===== src/rtl/garota_rst_seq_if.sv =====
// Violation/reset-request bundle between the GAROTA monitor (master) and the
// reset sequencer (slave).
interface garota_rst_seq_if;
  logic [6:0]  viol;
  logic [15:0] pc;
  logic        cause_clr;
  logic        sys_rst;
  logic [6:0]  cause;
  logic        cause_vld;
  logic [7:0]  viol_cnt;

  modport master (
    output viol, pc, cause_clr,
    input  sys_rst, cause, cause_vld, viol_cnt
  );

  modport slave (
    input  viol, pc, cause_clr,
    output sys_rst, cause, cause_vld, viol_cnt
  );
endinterface


===== src/rtl/garota_rst_seq.sv =====
// GAROTA reset sequencer: stretches any violation into a HOLD_CYCLES+1 reset.
// Optional violation log (cause/cause_vld/viol_cnt) enabled by GAROTA_VIOL_LOG_EN.
module garota_rst_seq #(
  parameter logic [15:0] RESET_HANDLER = 16'h0000,
  parameter logic [15:0] TCB_BASE      = 16'hFAE0,
  parameter logic [15:0] TCB_SIZE      = 16'h03FC,
  parameter logic [7:0]  HOLD_CYCLES   = 8'd4
) (
  input logic             clk,
  input logic             reset_n,
  garota_rst_seq_if.slave bus
);

  typedef enum logic {RUN, HOLD} state_t;

  state_t     state;
  logic [7:0] hcnt;
  logic       any_viol;

  assign any_viol = |bus.viol;

  // Combinational so the CPU is reset in the very cycle the violation appears.
  assign bus.sys_rst = any_viol || (state == HOLD);

  always_ff @(posedge clk or negedge reset_n) begin
    if (!reset_n) begin
      state <= RUN;
      hcnt  <= '0;
    end else begin
      case (state)
        RUN: begin
          if (any_viol) begin
            state <= HOLD;
            hcnt  <= HOLD_CYCLES - 8'd1;
          end
        end
        HOLD: begin
          if (any_viol) begin
            hcnt <= HOLD_CYCLES - 8'd1;
          end else if (hcnt != 8'd0) begin
            hcnt <= hcnt - 8'd1;
          end else begin
            state <= RUN;
          end
        end
        default: begin
          state <= RUN;
          hcnt  <= '0;
        end
      endcase
    end
  end

`ifdef GAROTA_VIOL_LOG_EN
  logic [6:0]  cause_q;
  logic        cause_vld_q;
  logic [7:0]  cnt_q;
  logic        in_tcb;
  logic        clr_ok;
  logic [16:0] tcb_last;
  logic [15:0] handler_unused;

  assign handler_unused = RESET_HANDLER;

  // 17-bit end address so a region touching 16'hFFFF cannot wrap.
  assign tcb_last = {1'b0, TCB_BASE} + {1'b0, TCB_SIZE};
  assign in_tcb   = (bus.pc >= TCB_BASE) && ({1'b0, bus.pc} <= tcb_last);
  assign clr_ok   = bus.cause_clr && (state == RUN) && !any_viol && in_tcb;

  always_ff @(posedge clk or negedge reset_n) begin
    if (!reset_n) begin
      cause_q     <= '0;
      cause_vld_q <= 1'b0;
      cnt_q       <= '0;
    end else if ((state == RUN) && any_viol) begin
      if (!cause_vld_q) begin
        cause_q     <= bus.viol;
        cause_vld_q <= 1'b1;
      end
      if (cnt_q != 8'hFF) begin
        cnt_q <= cnt_q + 8'd1;
      end
    end else if (clr_ok) begin
      cause_q     <= '0;
      cause_vld_q <= 1'b0;
      cnt_q       <= '0;
    end
  end

  assign bus.cause     = cause_q;
  assign bus.cause_vld = cause_vld_q;
  assign bus.viol_cnt  = cnt_q;
`else
  logic        log_unused;
  logic [15:0] handler_unused;

  assign handler_unused = RESET_HANDLER ^ TCB_BASE ^ TCB_SIZE;
  assign log_unused     = bus.cause_clr ^ (^bus.pc);

  assign bus.cause     = '0;
  assign bus.cause_vld = 1'b0;
  assign bus.viol_cnt  = '0;
`endif

endmodule


===== src/flat_wrapper.sv =====
// flat-port wrapper written by rule: the top's interface ports become plain ports
module garota_rst_seq_flat 
#(
  parameter logic [15:0] RESET_HANDLER = 16'h0000,
  parameter logic [15:0] TCB_BASE      = 16'hFAE0,
  parameter logic [15:0] TCB_SIZE      = 16'h03FC,
  parameter logic [7:0]  HOLD_CYCLES   = 8'd4
)
  (clk, reset_n, bus_viol, bus_pc, bus_cause_clr, bus_sys_rst, bus_cause, bus_cause_vld, bus_viol_cnt);
  garota_rst_seq_if bus_i ();
  input logic clk;
  input logic reset_n;
  input wire logic [$bits(bus_i.viol)-1:0] bus_viol;
  input wire logic [$bits(bus_i.pc)-1:0] bus_pc;
  input wire logic [$bits(bus_i.cause_clr)-1:0] bus_cause_clr;
  output wire logic [$bits(bus_i.sys_rst)-1:0] bus_sys_rst;
  output wire logic [$bits(bus_i.cause)-1:0] bus_cause;
  output wire logic [$bits(bus_i.cause_vld)-1:0] bus_cause_vld;
  output wire logic [$bits(bus_i.viol_cnt)-1:0] bus_viol_cnt;
  assign bus_i.viol = bus_viol;
  assign bus_i.pc = bus_pc;
  assign bus_i.cause_clr = bus_cause_clr;
  assign bus_sys_rst = bus_i.sys_rst;
  assign bus_cause = bus_i.cause;
  assign bus_cause_vld = bus_i.cause_vld;
  assign bus_viol_cnt = bus_i.viol_cnt;
  garota_rst_seq #(.RESET_HANDLER(RESET_HANDLER), .TCB_BASE(TCB_BASE), .TCB_SIZE(TCB_SIZE), .HOLD_CYCLES(HOLD_CYCLES)) u_core (.clk(clk), .reset_n(reset_n), .bus(bus_i));
endmodule

===== config.mk =====
export PLATFORM = sky130hd
export DESIGN_NAME = garota_rst_seq_flat
export DESIGN_NICKNAME = d
export VERILOG_FILES = /design/src/rtl/garota_rst_seq_if.sv /design/src/rtl/garota_rst_seq.sv /design/src/flat_wrapper.sv
export SDC_FILE = /design/constraint.sdc
export NUM_CORES = 1
export LEC_CHECK = 0
export ABC_AREA = 1
export ABC_CLOCK_PERIOD_IN_PS = 3200
export BUFFER_PORTS_ARGS = -buffer_cell sky130_fd_sc_hd__buf_4
export CORE_MARGIN = 2
export CORE_UTILIZATION = 44
export DETAILED_ROUTE_END_ITERATION = 6
export GPL_TIMING_DRIVEN = 1
export PLACE_DENSITY = 0.92
export SYNTH_ARGS = -nofsm -noshare
export SYNTH_HDL_FRONTEND = slang
export SYNTH_SLANG_ARGS = --single-unit

===== constraint.sdc =====
create_clock -name clk -period 3.2 [get_ports clk]
set_clock_uncertainty 0.1 [all_clocks]
set_input_delay 0.64 -clock clk [delete_from_list [all_inputs] [get_ports clk]]
set_output_delay 0.64 -clock clk [all_outputs]
set_load 0.02 [all_outputs]

==> results by group, run 1 <==
Outcome
  • Status: finished clean

Yosys
  • Xor/xnor share of the synthesized area: 0.0128
  • Yosys warning count: 0
  • Main synth FF type: dfrtp_1
  • Mapped Cells: 90
  • Register area share after synthesis: 0.330
  • Async set-or-reset flop fraction in the synthesized netlist: 1.00
  • Synth top area cells: dfrtp_1 (33%), buf_4 (18%), nor2_1 (7.2%), inv_1 (6.6%), nand2_1 (6.6%)
  • Number of unique standard cell types used by synthesis: 18
  • Share of the synthesized area in the top cell type: 0.330
  • Synth Area in Adders: 0.0367
  • Largest family of logic cells by synthesized area: simple AND/OR/NAND/NOR gates
  • Post-synthesis mux area share: 0
  • Post-Syn Area: 682 sq um
  • Post-Syn Area per Cell: 7.58 sq um
  • Synth cell count leaders: buf_4 (16), nor2_1 (13), inv_1 (12), nand2_1 (12), dfrtp_1 (9)
  • Synth Area in Compound Gates: 0.0917
  • Post-synth EDFFs: 0
  • Synthesized flop and latch total: 9
  • Leading area contributor after synthesis: dfrtp_1
  • Count leader, synth: buf_4
  • Area share of and/or/nand/nor cells after synthesis: 0.281

Setup path
  • R2r setup slk: 1.61 ns
  • Crit path capture type: output port
  • Setup CP Type: input port to output port
  • CP arrival: 1.36 ns
  • Reg2reg start: u_core.hcnt[0]$_DFFE_PN0P_
  • Critical Path Start: bus_viol[5]
  • Crit-path max FO: 7
  • Worst R2R Path Depth: 9
  • RR Endpoint: u_core.hcnt[6]$_DFFE_PN0P_
  • Req. time, crit path: 2.46 ns
  • Startpoint Class: input port
  • Worst Setup EP: bus_sys_rst

Power and ir drop
  • Pwr/cell area: 330 nW/um^2
  • Combinational power share: 0.158
  • Pint: ~170 uW
  • NetSw: around 67 uW
  • Worst VDD drop: 0.000229 V
  • Switching share of power: 0.276
  • Leak Pwr: 0.000399 uW
  • Seq pwr share: 0.493
  • Clk network pwr share: 0.349

Worst hold path
  • Worst hold path type: input port to async pin

Layout
  • Synth-to-Final Area Change: 7.34%
  • Antenna Cells: 0
  • Final net count: 131
  • FILL cells: 148
  • Share of layout cells above drive strength 1: 0.196

STA
  • Peak Freq: 476 MHz
  • Final Max Slew Viols: 0
  • Setup TNS Final: 0 ns
  • Fin. Hold Viols: 0
  • Final clock period utilization by the worst path: 0.657
  • Final setup fails: 0
  • Minimum clock period: around 2.1 ns
  • Hold WS: 0.0942 ns
  • RSZ-0062 raised after global routing: no

Floorplan
  • Core area: 1470 sq um
  • Num rows: 14
  • Die height: 43.4 microns
  • Starting density of the core: 0.463
  • Die Footprint: between 1500 and 2000 sq um
  • IO Pins: 43
  • Die Span X: around 43 microns

Place
  • DP HPWL: about 930 microns
  • PortBufs: 9
  • Gp weighted congestion: slightly below 0.8

GRT
  • Initial antenna violation count: 0
  • GRT Util Overall: 0.135
  • Largest net degree at the start of global routing: 11
  • First-pass GRT wire length: 1880 microns
  • Vias in the first global route: 474
  • GR Overflow Total: 0

Drt
  • Pre-antenna DRT Iters: 4
  • DR vias: 501
  • Drt wl/cell: 9.49 microns
  • Starting DRT DRC Count: 4
  • DR DRC count: 0
  • Drt via density: 4.25
  • Post-Route WL: 1120 microns
  • Antenna viol nets, final: 0

Clocking
  • Cts repair resizes: 0
  • CTS root buffer: clkbuf_4
  • Clock Latency Late Sink: between 0.2 and 0.3 ns
  • TritonCTS Buffers: 3
  • Max Root-Sink Buffers: 2
  • # Post-CTS Setup Buffers: 0
  • TritonCTS clock tree: built
  • Sink Count: 9
  • H-tree depth reported by CTS: 1
  • Reg clk slew, reported paths: 0.06 ns
  • Hold_buf cts: 0

Job
  • Max-Cap Viols: 0
-- worst min-delay path by stage --
stage                     startpoint  cells past startpoint  slack (ns)                    endpoint
after floorplan              reset_n                      0        0.24  u_core.hcnt[0]$_DFFE_PN0P_
after global placement       reset_n                      1        0.37  u_core.hcnt[2]$_DFFE_PN0P_
after detailed placement     reset_n                      1        0.37  u_core.hcnt[2]$_DFFE_PN0P_
after CTS                    reset_n                      1        0.09  u_core.hcnt[2]$_DFFE_PN0P_
after global routing         reset_n                      1         0.1  u_core.hcnt[0]$_DFFE_PN0P_
final                        reset_n                      1        0.09  u_core.hcnt[2]$_DFFE_PN0P_
-- layer usage --
| layer | GRT usage | routed length, microns |
|---|---|---|
| met1 | 0.156 | 475 |
| met2 | 0.245 | 611 |
| met3 | 0.0125 | 32 |
| met5 | 0 | 0 |
| met4 | 0.0727 | 0 |
-- cell type report --
cell class	count	area (sq um)	area share
multi-input cells	68	348	0.475
flip-flops and latches	9	225	0.308
repair buffers	9	67.6	0.0923
inverters	12	45.0	0.0615
clock buffers	4	26.3	0.0359
well taps	16	20.0	0.0274
-- flip-flops by register name, indices dropped and copies added, names as in the netlist --
| name | cells |
|---|---|
| u_core.hcnt | 8 |
| u_core.state | 1 |
-- placed cells by master (no fill, tap or decap), drive strengths merged --
master,count
buf,9
ha,2
inv,12
dfrtp,9
a31oi,1
clkbuf,4
nand3,7
o21ai,5
xor2,1
nor2,18
conb,16
nand2,14
a21oi,4
-- cells by family (layout without fill, tap and decap cells) --
group | count (synthesis) | in the layout
flops | 9 | 9
simple gates | 39 | 39
buf+inv | 28 | 25
xor+xnor | 1 | 1
compound gates | 10 | 10
fa+ha+maj | 2 | 2
other cells | 1 | 16
-- metrics by stage --
stage | std cells | utilization | setup WS [ns] | area [sq um] | power (uW)
after floorplan | 105 | - | 1.30 | 738 | 162
after global placement | 114 | 0.480 | 1.09 | 706 | 158
after detailed placement | 114 | 0.480 | 1.08 | 706 | 159
after CTS | 118 | 0.497 | 1.08 | 732 | 246
after global routing | 118 | 0.497 | 0.985 | 732 | 256
final | 118 | 0.497 | 1.10 | 732 | 241
-- power groups by stage --
stage	clock [uW]	combinational (uW)	sequential [uW]
after global placement	0	36.6	121
final	84.3	38.1	119
after CTS	88.9	38.3	119
after global routing	94.6	42.5	119
after detailed placement	0	38.3	121
after floorplan	0	41.5	121
-- critical path, cell delays in order --
cell and delay [ns]:
buf_4 0.11, nor2_1 0.09, nand2_1 0.12, nor2_8 0.19, nand2_1 0.06, buf_4 0.15
No activity file was read; power rests on OpenSTA's default activity.
==> run 2, diff against run 1 <==
- ABC_CLOCK_PERIOD_IN_PS: 3200 -> 2000
- CORE_UTILIZATION: 44 -> 41
- PLACE_DENSITY: 0.92 -> 0.88
- clock period: 3.2 -> 2 ns (I/O delays scaled with it)
==> run 2 against run 1 <==
Against the previous run:
- first-iteration DRC count grew to 5.0 times the previous value
- cell count up 0.85%
- wire length down 1.1%
- sequential power is 61% higher
- critical path depth stayed put
- register-to-register slack got worse by 1.2 ns
- sequential share of layout area is 0.42 points lower
- combinational power grew 61%
- design area rose by 1.4%
- setup slack worse by 0.72 ns
- via count up 8.2%
==> results by group, run 2 (same netlist as run 1, synthesis figures left out) <==
Floorplan
  • IO Pins: 43 (unchanged)
  • Starting density of the core: 0.442 (-0.0211)
  • Die Span X: 44.8 microns (+3.3%)
  • Num rows: 14 (unchanged)
  • Die Footprint: 2010 sq um (+6.6%)
  • Die height: 44.8 microns (+3.3%)
  • Core area: 1540 sq um (+4.8%)

STA
  • Minimum clock period: 1.62 ns
  • Final setup fails: 0 (unchanged)
  • Setup TNS Final: 0 ns (unchanged)
  • Final Max Slew Viols: 0 (unchanged)
  • RSZ-0062 raised after global routing: no
  • Peak Freq: a little over 600 MHz
  • Final clock period utilization by the worst path: 0.811
  • Fin. Hold Viols: 0 (unchanged)

Power and ir drop
  • Pwr/cell area: 534 nW/um^2 (+62%)
  • Switching share of power: 0.290 (+0.0144)
  • Worst VDD drop: 0.000367 V (+60%)
  • Total power: 396 uW (+64%)
  • Pint: 281 uW (+61%)
  • Leak Pwr: 0.000403 uW (+1.0%)
  • NetSw: 115 uW (+73%)
  • Combinational power share: 0.155 (-0.003)
  • Clk network pwr share: 0.362 (+0.013)
  • Seq pwr share: 0.483 (-0.010)

Drt
  • Starting DRT DRC Count: 20 (+16)
  • DR DRC count: 0 (unchanged)
  • Antenna viol nets, final: 0 (unchanged)
  • Post-Route WL: 1110 microns (-1.1%)
  • Drt via density: 4.55 (+7.3%)
  • Pre-antenna DRT Iters: 4 (unchanged)
  • Drt wl/cell: 9.31 microns (-1.9%)
  • DR vias: 542 (+8.2%)

Layout
  • Max FFs per register: 8 (unchanged)
  • Final core occ: 0.481 (-0.0161)
  • Commonest non-fill, non-tap cell in the layout: conb_1
  • Commonest non-fill, non-tap cells in the layout: conb_1 (16), nor2_1 (13), inv_1 (12), nand2_1 (12)
  • Top Registers: u_core.hcnt: 8 flops, u_core.state: 1 flops
  • Synth-to-Final Area Change: 8.81%
  • Final net count: 132 (+0.76%)
  • Antenna Cells: 0 (unchanged)
  • Share of layout cells above drive strength 1: 0.194 (-0.00190)
  • Most flop-heavy register: u_core.hcnt
  • Final Non-Filler Cells: 119 (+0.85%)

Clocking
  • H-tree depth reported by CTS: 1 (unchanged)
  • TritonCTS Buffers: 3 (unchanged)
  • Sink Count: 9 (unchanged)
  • Clock Latency Late Sink: 0.27 ns (+0.02 ns)
  • TritonCTS clock tree: built
  • # Post-CTS Setup Buffers: 0 (unchanged)
  • CTS root buffer: clkbuf_4
  • Cts repair resizes: 0 (unchanged)
  • Max Root-Sink Buffers: 2 (unchanged)
  • Reg clk slew, reported paths: 0.06 ns (about the same)

Setup path
  • Crit path capture type: output port
  • Req. time, crit path: 1.50 ns (-0.96 ns)
  • Startpoint Class: input port
  • Setup CP Type: input port to output port
  • Crit-path max FO: 7 (unchanged)
  • CP arrival: 1.12 ns (-0.24 ns)

Worst hold path
  • Worst hold path type: input port to async pin

GRT
  • GR Overflow Total: 0 (unchanged)
  • Largest net degree at the start of global routing: 11 (unchanged)
  • Initial antenna violation count: 0 (unchanged)
  • GRT Util Overall: 0.135 (-0.000801)
  • First-pass GRT wire length: 1910 microns (+1.5%)
  • Vias in the first global route: 492 (+3.8%)

Place
  • DP HPWL: 892 microns (-3.6%)
  • Gp weighted congestion: 0.777 (-0.78%)
  • Placed insts: 114 (unchanged)
  • PortBufs: 9 (unchanged)

Job
  • Max-Cap Viols: 0 (unchanged)

Outcome
  • Status: finished clean
## run 2: cell count changes in the layout (fill, tap and decap cells not counted), sizes merged
| cell | previous run | this run |
|---|---|---|
| dlygate4sd3 | 0 | 1 |
## run 2: repair_timing
item / CTS / global route
endpoints found under the hold margin: 9 / 0
setup endpoints to repair: 0 / 0
hold buffers: 1 / 0
## run 2: power groups by stage
stage / combinational (uW) / sequential [uW] / clock [uW]
CTS: 61.3 / 192 / 149
floorplan: 66.5 / 193 / 0
detailed placement: 59.8 / 195 / 0
finish: 61.3 / 191 / 144
global route: 70.5 / 192 / 162
global placement: 58.7 / 194 / 0
## run 2: worst paths after layout
check	end	depth (start not counted)	slack, ns	start
setup reg to reg	u_core.hcnt[6]$_DFFE_PN0P_	9	0.41	u_core.hcnt[0]$_DFFE_PN0P_
setup / recovery	bus_sys_rst	6	0.38	bus_viol[5]
max in group asynchronous	u_core.hcnt[7]$_DFFE_PN0P_	2	1.28	reset_n
hold reg to reg	u_core.hcnt[7]$_DFFE_PN0P_	2	0.45	u_core.hcnt[7]$_DFFE_PN0P_
min in group clk	u_core.hcnt[7]$_DFFE_PN0P_	2	0.45	u_core.hcnt[7]$_DFFE_PN0P_
hold / removal	u_core.hcnt[1]$_DFFE_PN0P_	2	0.39	reset_n
## run 2: stage by stage
stage | cell area [sq um] | worst slack, ns | hold WS (ns)
2_1_floorplan | 738 | 0.579 | 0.00441
3_3_place_gp | 706 | 0.365 | 0.127
5_1_grt | 742 | 0.280 | 0.410
4_1_cts | 742 | 0.362 | 0.379
3_5_place_dp | 706 | 0.360 | 0.130
6_report | 742 | 0.378 | 0.389
## run 2: layout make-up
class                   count  area [sq um]
inverters                  12          45.0
clock buffers               4          26.3
fillers                   145           800
flip-flops and latches      9           225
multi-input cells          68           348
repair buffers             10          77.6
well taps                  16          20.0
## run 2: layer usage
layer / wire, microns / vias to the layer above / track usage
met4: 34 / 0 / 0.0882
met2: 543 / 26 / 0.212
met1: 433 / 238 / 0.162
met5: 0 / - / 0
met3: 96 / 5 / 0.0360
li1: - / 273 / -
## run 2: worst max-delay path, cell delays in order
cell,delay [ns]
buf_4,0.11
nor2_1,0.08
nand2_1,0.12
nor2_8,0.19
nand2_1,0.07
buf_4,0.15
==> run 3, diff against run 2 <==
- ABC_CLOCK_PERIOD_IN_PS: 2000 -> 1600
- clock period: 2 -> 1.6 ns (I/O delays scaled with it)
==> run 3 against run 2 <==
Against the previous run:
- global-route usage about the same
- wire length increased by 5.3%
- count of clock-buffer cells in the layout unchanged
- total power increased by 27%
- via count increased by 0.18%
- flip-flop and latch count unchanged
- critical path depth unchanged
- die area unchanged
- setup slack got worse by 0.27 ns
- combinational power increased by 40%
- largest cell class unchanged
==> results by group, run 3 (same netlist as run 1, synthesis figures left out) <==
Layout
  • Commonest non-fill, non-tap cells in the layout: conb_1 (16), inv_1 (12), nor2_1 (12), nand2_1 (12), buf_4 (10)
  • Final core occ: 0.488 (+0.00649)
  • Max FFs per register: 8 (unchanged)
  • Final Non-Filler Cells: 120 (+0.84%)
  • Synth-to-Final Area Change: 10.3%
  • Commonest non-fill, non-tap cell in the layout: conb_1
  • Share of layout cells above drive strength 1: 0.212 (+0.0174)
  • Final net count: 133 (+0.76%)
  • Antenna Cells: 0 (unchanged)
  • Most flop-heavy register: u_core.hcnt
  • FILL cells: 143 (-1.4%)
  • Top Registers: u_core.hcnt: 8 flops, u_core.state: 1 flops

Setup path
  • Crit path capture type: output port
  • Req. time, crit path: 1.18 ns (-0.32 ns)
  • CP arrival: 1.07 ns (-0.05 ns)
  • Setup CP Type: input port to output port
  • Crit-path max FO: 7 (unchanged)
  • Startpoint Class: input port

GRT
  • GR Overflow Total: 0 (unchanged)
  • First-pass GRT wire length: 1930 microns (+1.1%)
  • Vias in the first global route: 470 (-4.5%)
  • Largest net degree at the start of global routing: 11 (unchanged)
  • Initial antenna violation count: 0 (unchanged)
  • GRT Util Overall: 0.134 (-0.000449)

STA
  • Final setup fails: 0 (unchanged)
  • Final Max Slew Viols: 0 (unchanged)
  • Peak Freq: 670 MHz
  • Setup TNS Final: 0 ns (unchanged)
  • Hold WS: 0.312 ns (-0.0775 ns)
  • RSZ-0062 raised after global routing: no
  • Fin. Hold Viols: 0 (unchanged)
  • Final clock period utilization by the worst path: 0.933
  • Minimum clock period: 1.49 ns

Clocking
  • Max Root-Sink Buffers: 2 (unchanged)
  • TritonCTS Buffers: 3 (unchanged)
  • CTS root buffer: clkbuf_4
  • H-tree depth reported by CTS: 1 (unchanged)
  • Sink Count: 9 (unchanged)
  • # Post-CTS Setup Buffers: 0 (unchanged)
  • Reg clk slew, reported paths: 0.06 ns (about the same)
  • Clock Latency Late Sink: 0.27 ns (about the same)
  • TritonCTS clock tree: built

Floorplan
  • Die Footprint: 2010 sq um (unchanged)
  • IO Pins: 43 (unchanged)
  • Die Span X: 44.8 microns (unchanged)
  • Core area: 1540 sq um (unchanged)
  • Starting density of the core: 0.442 (unchanged)
  • Die height: 44.8 microns (unchanged)
  • Num rows: 14 (unchanged)

Job
  • Max-Cap Viols: 0 (unchanged)

Power and ir drop
  • Worst VDD drop: 0.000335 V (-8.7%)
  • Pwr/cell area: 667 nW/um^2 (+25%)
  • Leak Pwr: 0.000409 uW (+1.5%)

Drt
  • Starting DRT DRC Count: 14 (-30%)
  • DR vias: 543 (+0.18%)
  • Pre-antenna DRT Iters: 4 (unchanged)
  • DR DRC count: 0 (unchanged)
  • Antenna viol nets, final: 0 (unchanged)
  • Drt wl/cell: 9.73 microns (+4.4%)
  • Drt via density: 4.53 (-0.65%)
  • Post-Route WL: 1170 microns (+5.3%)

Place
  • PortBufs: 9 (unchanged)
  • DP HPWL: 902 microns (+1.1%)
  • Gp weighted congestion: 0.795 (+2.3%)
  • Placed insts: 115 (+0.88%)

Outcome
  • Status: finished clean

Worst hold path
  • Worst hold path type: input port to async pin
run 3: final timing paths:
kind,slack [ns],startpoint,cells past startpoint,endpoint
hold / removal,0.31,reset_n,2,u_core.hcnt[5]$_DFFE_PN0P_
max in group asynchronous,0.95,reset_n,2,u_core.hcnt[0]$_DFFE_PN0P_
min in group clk,0.40,bus_viol[0],6,u_core.hcnt[5]$_DFFE_PN0P_
hold reg to reg,0.46,u_core.hcnt[7]$_DFFE_PN0P_,2,u_core.hcnt[7]$_DFFE_PN0P_
setup / recovery,0.11,bus_viol[5],6,bus_sys_rst
setup reg to reg,0.12,u_core.hcnt[1]$_DFFE_PN0P_,7,u_core.hcnt[2]$_DFFE_PN0P_
run 3: critical path, cell delays in order:
cell     delay (ns)
buf_4          0.11
nor2_1         0.10
nand2_1        0.13
nor2_8         0.19
nand2_1        0.07
buf_4          0.16
run 3: layout make-up:
class                   instances  area [sq um]  area share
repair buffers                 11          85.1       0.113
clock buffers                   4          26.3      0.0349
inverters                      12          45.0      0.0599
flip-flops and latches          9           225       0.300
multi-input cells              68           350       0.466
well taps                      16          20.0      0.0266
run 3: power by group:
part | internal, uW | switching [uW] | total, uW
Sequential | 234 | 4.63 | 238
Combinational | 28.6 | 57.2 | 85.8
Clock | 96.2 | 81.1 | 177
Total | 359 | 143 | 502
run 3: what timing repair did:
action / CTS / global route
gates resized for setup: 0 / 1
endpoints found under the hold margin: 9 / 0
hold buffers: 1 / 0
endpoints found under the setup margin: 0 / 3
run 3: routing by layer:
metal,track usage,share of wire
met1,0.150,0.41
met2,0.232,0.52
met3,0.0600,0.061
met4,0.0353,0
met5,0,0
run 3: stage by stage:
stage / setup slack (ns) / area [sq um] / total power (uW)
after global placement: 0.124 / 713 / 325
final: 0.107 / 752 / 502
after floorplan: 0.183 / 738 / 325
after global routing: 0.00652 / 752 / 523
after CTS: 0.0763 / 749 / 507
after detailed placement: 0.0841 / 713 / 327
